$ cat config.mk
export PLATFORM = sky130hd
export DESIGN_NAME = issue_queue_flat
export DESIGN_NICKNAME = d
export VERILOG_FILES = /design/src/rtl/issue_queue_pkg.sv /design/src/rtl/issue_queue_if.sv /design/src/rtl/issue_queue_mem.sv /design/src/rtl/issue_queue.sv /design/src/flat_wrapper.sv
export SDC_FILE = /design/constraint.sdc
export NUM_CORES = 1
export LEC_CHECK = 0
export ABC_AREA = 0
export CAP_MARGIN = 15
export CELL_PAD_IN_SITES_DETAIL_PLACEMENT = 0
export CELL_PAD_IN_SITES_GLOBAL_PLACEMENT = 2
export CORE_MARGIN = 5
export CORE_UTILIZATION = 37
export CTS_CLUSTER_DIAMETER = 200
export DETAILED_ROUTE_END_ITERATION = 12
export PLACE_DENSITY_LB_ADDON = 0.2
export SLEW_MARGIN = 30
export SYNTH_ARGS = -nofsm -noshare
export SYNTH_HDL_FRONTEND = slang
export SYNTH_SLANG_ARGS = --single-unit
$ cat constraint.sdc
create_clock -name CLK -period 14.5 [get_ports CLK]
set_clock_uncertainty 0.1 [all_clocks]
set_input_delay 2.175 -clock CLK [delete_from_list [all_inputs] [get_ports CLK]]
set_output_delay 2.175 -clock CLK [all_outputs]
set_load 0.05 [all_outputs]
$ cat src/rtl/issue_queue_pkg.sv
// issue_queue_pkg: shared backend definitions for the decode -> issue buffer.
// Holds the packet width and the field layout of a decoded-instruction packet,
// so the decoder and the issuer pack and unpack packets the same way.
package issue_queue_pkg;

  localparam int ISSUE_Q_WIDTH = 123;

  // Field widths (LSB first in the packet)
  localparam int RD_W    = 5;
  localparam int RS2_W   = 5;
  localparam int RS1_W   = 5;
  localparam int CURPC_W = 32;
  localparam int NXTPC_W = 32;
  localparam int TAKEN_W = 1;
  localparam int IMM_W   = 32;
  localparam int OPND_W  = 4;
  localparam int OPTR_W  = 4;
  localparam int FUNC_W  = 3;

  // Field offsets
  localparam int RD_OFF    = 0;
  localparam int RS2_OFF   = RD_OFF    + RD_W;
  localparam int RS1_OFF   = RS2_OFF   + RS2_W;
  localparam int CURPC_OFF = RS1_OFF   + RS1_W;
  localparam int NXTPC_OFF = CURPC_OFF + CURPC_W;
  localparam int TAKEN_OFF = NXTPC_OFF + NXTPC_W;
  localparam int IMM_OFF   = TAKEN_OFF + TAKEN_W;
  localparam int OPND_OFF  = IMM_OFF   + IMM_W;
  localparam int OPTR_OFF  = OPND_OFF  + OPND_W;
  localparam int FUNC_OFF  = OPTR_OFF  + OPTR_W;

  // The layout must fill the packet exactly
  localparam int PKT_USED = FUNC_OFF + FUNC_W;

  typedef logic [ISSUE_Q_WIDTH-1:0] iq_pkt_t;

endpackage

$ cat src/rtl/issue_queue_if.sv
// issue_queue_if: push/pop/flush handshake between decoder/backend and the
// issue queue.
//   master: decoder + backend side (drives wen/wdata/ren/flush)
//   slave : queue side (drives wok/afull/rok/rdata/count)
interface issue_queue_if #(
  parameter int WIDTH = 123,
  parameter int CW    = 4
) ();
  logic             issue_q_wen;
  logic [WIDTH-1:0] issue_q_wdata;
  logic             issue_q_wok;
  logic             issue_q_afull;
  logic             issue_q_ren;
  logic             issue_q_rok;
  logic [WIDTH-1:0] issue_q_rdata;
  logic [CW-1:0]    issue_q_count;
  logic             flush;

  modport master (
    output issue_q_wen, issue_q_wdata, issue_q_ren, flush,
    input  issue_q_wok, issue_q_afull, issue_q_rok, issue_q_rdata, issue_q_count
  );

  modport slave (
    input  issue_q_wen, issue_q_wdata, issue_q_ren, flush,
    output issue_q_wok, issue_q_afull, issue_q_rok, issue_q_rdata, issue_q_count
  );
endinterface

$ cat src/rtl/issue_queue_mem.sv
// issue_queue_mem: packet storage. One synchronous write port, one
// asynchronous read port, contents not reset.
//   clk_i   : clock
//   we_i    : write enable
//   waddr_i : write address
//   wdata_i : write data
//   raddr_i : read address
//   rdata_o : read data (combinational)
module issue_queue_mem #(
  parameter int WIDTH = 123,
  parameter int DEPTH = 8,
  parameter int AW    = 3
) (
  input  logic             clk_i,
  input  logic             we_i,
  input  logic [AW-1:0]    waddr_i,
  input  logic [WIDTH-1:0] wdata_i,
  input  logic [AW-1:0]    raddr_i,
  output logic [WIDTH-1:0] rdata_o
);
  import issue_queue_pkg::*;

  logic [WIDTH-1:0] mem_q [DEPTH];

  always_ff @(posedge clk_i) begin
    if (we_i) mem_q[waddr_i] <= wdata_i;
  end

  assign rdata_o = mem_q[raddr_i];
endmodule

$ cat src/rtl/issue_queue.sv
// issue_queue: first-word-fall-through FIFO between decode and issue.
//   CLK   : clock
//   RSTN  : asynchronous active-low reset
//   q     : slave side of issue_queue_if
//           push : issue_q_wen / issue_q_wdata / issue_q_wok / issue_q_afull
//           pop  : issue_q_ren / issue_q_rok / issue_q_rdata
//           issue_q_count occupancy, flush discards every entry
// All status outputs derive from registered state only.
module issue_queue #(
  parameter int ISSUE_Q_WIDTH = issue_queue_pkg::ISSUE_Q_WIDTH,
  parameter int ISSUE_Q_DEPTH = 8,
  parameter int AFULL_LEVEL   = 6,
  parameter int DEPTH_LOG2    = $clog2(ISSUE_Q_DEPTH)
) (
  input  logic CLK,
  input  logic RSTN,
  issue_queue_if.slave q
);
  import issue_queue_pkg::*;

  localparam logic [DEPTH_LOG2:0] DEPTH_C = (DEPTH_LOG2+1)'(ISSUE_Q_DEPTH);
  localparam logic [DEPTH_LOG2:0] AFULL_C = (DEPTH_LOG2+1)'(AFULL_LEVEL);

  logic [DEPTH_LOG2-1:0]    wr_ptr_q, wr_ptr_d;
  logic [DEPTH_LOG2-1:0]    rd_ptr_q, rd_ptr_d;
  logic [DEPTH_LOG2:0]      count_q,  count_d;
  logic                     wok, rok, push, pop;
  logic [ISSUE_Q_WIDTH-1:0] head;

  assign wok  = (count_q != DEPTH_C);
  assign rok  = (count_q != '0);
  assign push = q.issue_q_wen & wok;
  assign pop  = q.issue_q_ren & rok;

  always_comb begin
    wr_ptr_d = wr_ptr_q;
    rd_ptr_d = rd_ptr_q;
    count_d  = count_q;
    if (q.flush) begin
      wr_ptr_d = '0;
      rd_ptr_d = '0;
      count_d  = '0;
    end else begin
      // Pointers wrap naturally at DEPTH_LOG2 bits (depth is a power of two)
      if (push) wr_ptr_d = wr_ptr_q + 1'b1;
      if (pop)  rd_ptr_d = rd_ptr_q + 1'b1;
      if (push && !pop)      count_d = count_q + 1'b1;
      else if (pop && !push) count_d = count_q - 1'b1;
    end
  end

  always_ff @(posedge CLK or negedge RSTN) begin
    if (!RSTN) begin
      wr_ptr_q <= '0;
      rd_ptr_q <= '0;
      count_q  <= '0;
    end else begin
      wr_ptr_q <= wr_ptr_d;
      rd_ptr_q <= rd_ptr_d;
      count_q  <= count_d;
    end
  end

  // A flushed push must not corrupt storage that a later push relies on; it is
  // harmless either way because wr_ptr returns to 0, but gate it for clarity.
  issue_queue_mem #(
    .WIDTH (ISSUE_Q_WIDTH),
    .DEPTH (ISSUE_Q_DEPTH),
    .AW    (DEPTH_LOG2)
  ) u_mem (
    .clk_i   (CLK),
    .we_i    (push & ~q.flush),
    .waddr_i (wr_ptr_q),
    .wdata_i (q.issue_q_wdata),
    .raddr_i (rd_ptr_q),
    .rdata_o (head)
  );

  assign q.issue_q_wok   = wok;
  assign q.issue_q_rok   = rok;
  assign q.issue_q_afull = (count_q >= AFULL_C);
  assign q.issue_q_count = count_q;
  // Empty queue presents zeros rather than stale storage
  assign q.issue_q_rdata = rok ? head : '0;
endmodule

$ cat src/flat_wrapper.sv
// flat-port wrapper written by rule: the top's interface ports become plain ports
module issue_queue_flat import issue_queue_pkg::*;
#(
  parameter int ISSUE_Q_WIDTH = issue_queue_pkg::ISSUE_Q_WIDTH,
  parameter int ISSUE_Q_DEPTH = 8,
  parameter int AFULL_LEVEL   = 6,
  parameter int DEPTH_LOG2    = $clog2(ISSUE_Q_DEPTH)
)
  (CLK, RSTN, q_issue_q_wen, q_issue_q_wdata, q_issue_q_ren, q_flush, q_issue_q_wok, q_issue_q_afull, q_issue_q_rok, q_issue_q_rdata, q_issue_q_count);
  issue_queue_if #(.WIDTH((ISSUE_Q_WIDTH)), .CW((4))) q_i ();
  input  logic CLK;
  input  logic RSTN;
  input wire logic [$bits(q_i.issue_q_wen)-1:0] q_issue_q_wen;
  input wire logic [$bits(q_i.issue_q_wdata)-1:0] q_issue_q_wdata;
  input wire logic [$bits(q_i.issue_q_ren)-1:0] q_issue_q_ren;
  input wire logic [$bits(q_i.flush)-1:0] q_flush;
  output wire logic [$bits(q_i.issue_q_wok)-1:0] q_issue_q_wok;
  output wire logic [$bits(q_i.issue_q_afull)-1:0] q_issue_q_afull;
  output wire logic [$bits(q_i.issue_q_rok)-1:0] q_issue_q_rok;
  output wire logic [$bits(q_i.issue_q_rdata)-1:0] q_issue_q_rdata;
  output wire logic [$bits(q_i.issue_q_count)-1:0] q_issue_q_count;
  assign q_i.issue_q_wen = q_issue_q_wen;
  assign q_i.issue_q_wdata = q_issue_q_wdata;
  assign q_i.issue_q_ren = q_issue_q_ren;
  assign q_i.flush = q_flush;
  assign q_issue_q_wok = q_i.issue_q_wok;
  assign q_issue_q_afull = q_i.issue_q_afull;
  assign q_issue_q_rok = q_i.issue_q_rok;
  assign q_issue_q_rdata = q_i.issue_q_rdata;
  assign q_issue_q_count = q_i.issue_q_count;
  issue_queue #(.ISSUE_Q_WIDTH(ISSUE_Q_WIDTH), .ISSUE_Q_DEPTH(ISSUE_Q_DEPTH), .AFULL_LEVEL(AFULL_LEVEL), .DEPTH_LOG2(DEPTH_LOG2)) u_core (.CLK(CLK), .RSTN(RSTN), .q(q_i));
endmodule
Yosys cells after proc, flatten, opt, wreduce, memory -nomap -nowiden
Memory sizes are Yosys's and may differ from the RTL's.
Index checks and enable logic that the tools add are counted.

word-level totals
  flip-flop bits (word level) = 10
  bits in writable memories = 984
  input port bits = 128
  output and inout port bits = 130
  memories kept = 1

memories
  name                words  width  read ports  clocked after memory_dff  write ports  RTL line               RTL
  u_core.u_mem.mem_q  8      123    1           0                         1            issue_queue_mem.sv:23  logic [WIDTH-1:0] mem_q [DEPTH];

cells by class
  $add $sub $neg = 4
  $lt $le $gt $ge = 1
  eq/ne operators = 1
  mux-type cells = 10
  bitwise operators = 4
  reduce and logical (&&, ||, !) cells = 8

operator list
  kind                 count
  $mux 123             1
  $mux 3               4
  $mux 4               3
  $add 3x1->3 const B  2
  $add 4x1->4 const B  1
  $ge 4x3->1 const B   1
  $ne 4x4->1 const B   1
  $reduce_bool 2->1    2
  $reduce_bool 4->1    1
  $sub 4x1->4 const B  1
  $and 1x1->1          3
  $reduce_bool 3->1    1
  $logic_and 1x1->1    2
  $logic_not 1->1      2
  $mux 1               2
  $not 1->1            1

Logic depth before layout (Yosys ltp)
  depth after elaboration = 7
  gate-level depth with buffers = 9
  mapped depth without buffers = 7

Hierarchy
From an unflattened synthesis, not the netlist that was laid out.

unflattened totals
  cells, all modules = 1639
  area, all modules = 39298.9 sq um

modules (own cells, without submodules)
  module           times used  cells each  area each (sq um)
  issue_queue_mem  1           1435        37798.8
  issue_queue      1           204         1500.2

Least setup slack after synthesis
Ideal clock, no wire load.

  path kind = input port to flip-flop
  start = input port q_issue_q_wen
  end = memory u_core.u_mem.mem_q[0][0], enable pin
  arrival = 10919 ps
  required time = 13644 ps
  slack = 2725 ps
  cell stages on the path = 4
  path through = buf_2 and3b_1 nand2b_1 nor3_1

on the way
  cells in the longest elaborated chain, start to end = 4

ends and longest elaborated chain
  element                       RTL line               RTL
  from (decl)                   flat_wrapper.sv:13     input wire logic [$bits(q_i.issue_q_wen)-1:0] q_issue_q_wen;
  $and 1x1->1                   issue_queue.sv:32      assign push = q.issue_q_wen & wok;
  $and 1x1->1                   issue_queue.sv:72      .we_i (push & ~q.flush),
  $mux 1                        issue_queue_mem.sv:26  if (we_i) mem_q[waddr_i] <= wdata_i;
  $mux 1 (not written as such)  issue_queue_mem.sv:26
  to (decl)                     issue_queue_mem.sv:23

Every way passes these cells.

Worst setup path after layout
  start = register u_core.rd_ptr_q[0]
  end = output port q_issue_q_rdata[80]

on the way
  cells in the longest elaborated chain, start to end = 2

ends and longest elaborated chain
  element                 RTL line            RTL
  from (decl)             issue_queue.sv:25   logic [DEPTH_LOG2-1:0] rd_ptr_q, rd_ptr_d;
  from (signal assigned)  issue_queue.sv:59   rd_ptr_q <= rd_ptr_d;
  $mem_v2 8x123           --
  $mux 123                issue_queue.sv:84   assign q.issue_q_rdata = rok ? head : '0;
  to (decl)               flat_wrapper.sv:20  output wire logic [$bits(q_i.issue_q_rdata)-1:0] q_issue_q_rdata;

Every way passes these cells.

==> results_dict.tcl <==
set metrics [dict create \
    synth_area_leaders "edfxtp_1 78%, mux4_2 15%, mux2i_1 3.3%" \
    worstPathRequired_ns 12.23 \
    rows 117 \
    syn2layout_area_growth_pct 20.43 \
    chipHeight_um 330.0 \
    irDropWorstVdd_uv 214.4 \
    fin_tns_setup_ns 0 \
    clock_latency_ns 0.66 \
    ys_ff_latch 994 \
    grt_pass1_vias 18880 \
    yosysTopAreaCell "edfxtp_1" \
    antenna_found_initial 15 \
    stdcell_count 3416 \
    timing.rr.start "u_core.q.issue_q_count[1]" \
    endpoint_kind "output port" \
    grt_use_total_pct 15.89 \
    cts_buffers 107 \
    synth_edf_count 984 \
    slowest_delay_ns 0.82 \
    async_flop_share_pct 1.006 \
    drv_cap 0 \
    dp_hpwl_um 45670 \
    route.detailed.wl_per_inst_um 25.31 \
    cts_buffer_depth 3 \
    mostFrequentLayoutCell "edfxtp_1" \
    status "finished, final reports clean" \
    timing.rr.end "u_core.u_mem.mem_q[7][88]" \
    syn_area_um2 37890 \
    postCtsSetupRepairBufs 0 \
    gp_congestion 0.6848 \
    cts_htree_levels 3 \
    dieArea_um2 108900 \
    synth_cell_types 33 \
    cp-start-kind "register" \
    critPathLaunch "u_core.rd_ptr_q[0]" \
    fp.dieW_um 330.0 \
    drive_above_1_share_pct 21.53 \
    timing.final.crit_period_ns 7.077 \
    worst-r2r-cell-count 6 \
    start_util_pct 37.24 \
    io_buffers 257 \
    finalWirelength_um 86480 \
    vias 17270 \
    p_leak_nw 13.83 \
    path_clk_slew_ns 0.05 \
    path_buf_inv 4 \
    dp_cells 3215 \
    maxSlewViolCount 0 \
    final_core_util_pct 44.85 \
    finalHoldViolCount 0 \
    viasPerCell 5.055 \
    drt_iter0_drc 1082 \
    fin_ws_ns 7.423 \
    rsz0062_at_grt "false" \
    powerDensity_nw_per_um2 192.7 \
    clkSinkCount 994 \
    worstSetupEndpoint "q_issue_q_rdata[80]" \
    synth.top_cell.area_share_pct 77.98 \
    relSlewSlack_pct 34.75 \
    ys.flop_type "edfxtp_1" \
    postCtsHoldBufs 0 \
    power_mw 8.792 \
    drt-pass1-iter-count 5 \
    crit_arrival_ns 4.80 \
    grt_max_degree 125 \
    remaining_drc_errors 0 \
    yosysWarnings 0 \
    syn_area_per_cell_um2 23.09 \
    slowest_stage "dfrtp_4" \
    cts_resized 0 \
    path_cells "buf_4, buf_12, buf_16, mux4_2, mux2i_1, nor2_1, clkdlybuf4s50_1" \
    tightest_slew_ns 0.9787 \
    num-nets-final 2090 \
    antenna_left 0 \
    fin_crit_sh_pct 48.80 \
    synth_fp_nets 1774 \
    syn_inst 1641 \
    fmax_ghz 0.1413 \
    r2r_slack_ns 10.67 \
    core-area_um2 101700 \
    cts_root_buffer "clkbuf_16" \
    globalRouteOverflowTotal 0 \
    final_cell_mix "984 x edfxtp_1, 257 x clkdlybuf4s50_1, 246 x mux4_2, 130 x nor2_1, 125 x mux2i_1" \
    grt_pass1_wl_um 127500 \
    hp-class "reg -> reg" \
    detailedPlace.worstSlack_ns 7.659 \
    cts_tree "yes" \
    crit_family "buffers and inverters" \
    crit_cells 7 \
    finalSetupViolCount 0 \
    io_pins 258 \
    crit_fanout 67 \
    worstSetupPathType "reg -> out" \
    yosysSeqAreaShare_pct 78.64 \
]
synthesized netlist by cell type (2+ instances only):
library cell  instances
clkbuf_1             30
edfxtp_1            984
buf_1                17
xor2_1                4
dfrtp_1              10
nand3_1               4
buf_4                 2
mux4_2              246
mux2i_1             125
xnor2_1               2
a21o_1                2
a21oi_1               5
nand2_1               6
ha_1                  4
nor2_1              136
a211oi_1              2
nand2b_1              4
inv_1                 4
buf_2                38
nor3_1                3
sequential cells by signal, indices dropped and copies added (netlist names):
register / flops
u_core.u_mem.mem_q: 984
u_core.q.issue_q_count: 4
u_core.rd_ptr_q: 3
u_core.wr_ptr_q: 3
worst register-to-register path, cell delays in order, from the launching register on:
cell and delay (ns):
dfrtp_1 0.62, or4b_1 0.37, and3b_1 0.23, nand2_1 0.21
nor2_4 0.60, buf_4 0.54, buf_4 0.77
how the worst min path moves through the flow:
stage / from / to / depth (start not counted)
after CTS: u_core.wr_ptr_q[0] / u_core.wr_ptr_q[0] / 2
after floorplan: u_core.wr_ptr_q[0] / u_core.wr_ptr_q[0] / 2
final: u_core.wr_ptr_q[0] / u_core.wr_ptr_q[0] / 2
after detailed placement: u_core.wr_ptr_q[0] / u_core.wr_ptr_q[0] / 2
after global placement: u_core.wr_ptr_q[0] / u_core.wr_ptr_q[0] / 2
after global routing: u_core.wr_ptr_q[0] / u_core.wr_ptr_q[0] / 2
power by group:
part / total, mW / switching, mW / internal, mW
Clock: 2.62 / 1.06 / 1.55
Combinational: 2.85 / 1.80 / 1.05
Sequential: 3.32 / 0.0655 / 3.25
stage by stage:
step | area, µm² | hold slack, ns
final | 45630 | 0.4912
after global routing | 45610 | 0.5408
after CTS | 45580 | 0.4985
after detailed placement | 42190 | 0.4878
after global placement | 42150 | 0.4777
after floorplan | 37890 | 0.4436
area by class of cell:
class	instances	area, µm²
multi-input cells	555	7747
fillers	8668	56110
clock buffers	133	2839
repair buffers	295	2938
inverters	4	15.01
diodes	9	22.52
flip-flops and latches	994	29810
clock inverters	58	549.3
well taps	1368	1712
metal layers:
metal / share of wire [%] / track usage [%] / vias to the layer above
li1: - / - / 7530
met1: 41 / 20.23 / 9268
met2: 51 / 27.48 / 332
met3: 5.5 / 4.225 / 126
met4: 2.0 / 3.677 / 12
met5: 0.084 / 0 / -
kinds of logic (layout without fill, tap and decap cells):
group                      Yosys count  in the layout  synth area share [%]
muxes                              371            371                 17.92
adders and majority gates            5              5                0.1849
xor gates and xnor gates             6              6                0.1387
buffers and inverters               92            490                 1.076
AOI/OAI and AO/OA                   15             15                0.3368
other                                0              9                     0
and+or+nand+nor                    158            158                 1.694
DFF                                994            994                 78.64
No activity file was read; power rests on OpenSTA's default activity.
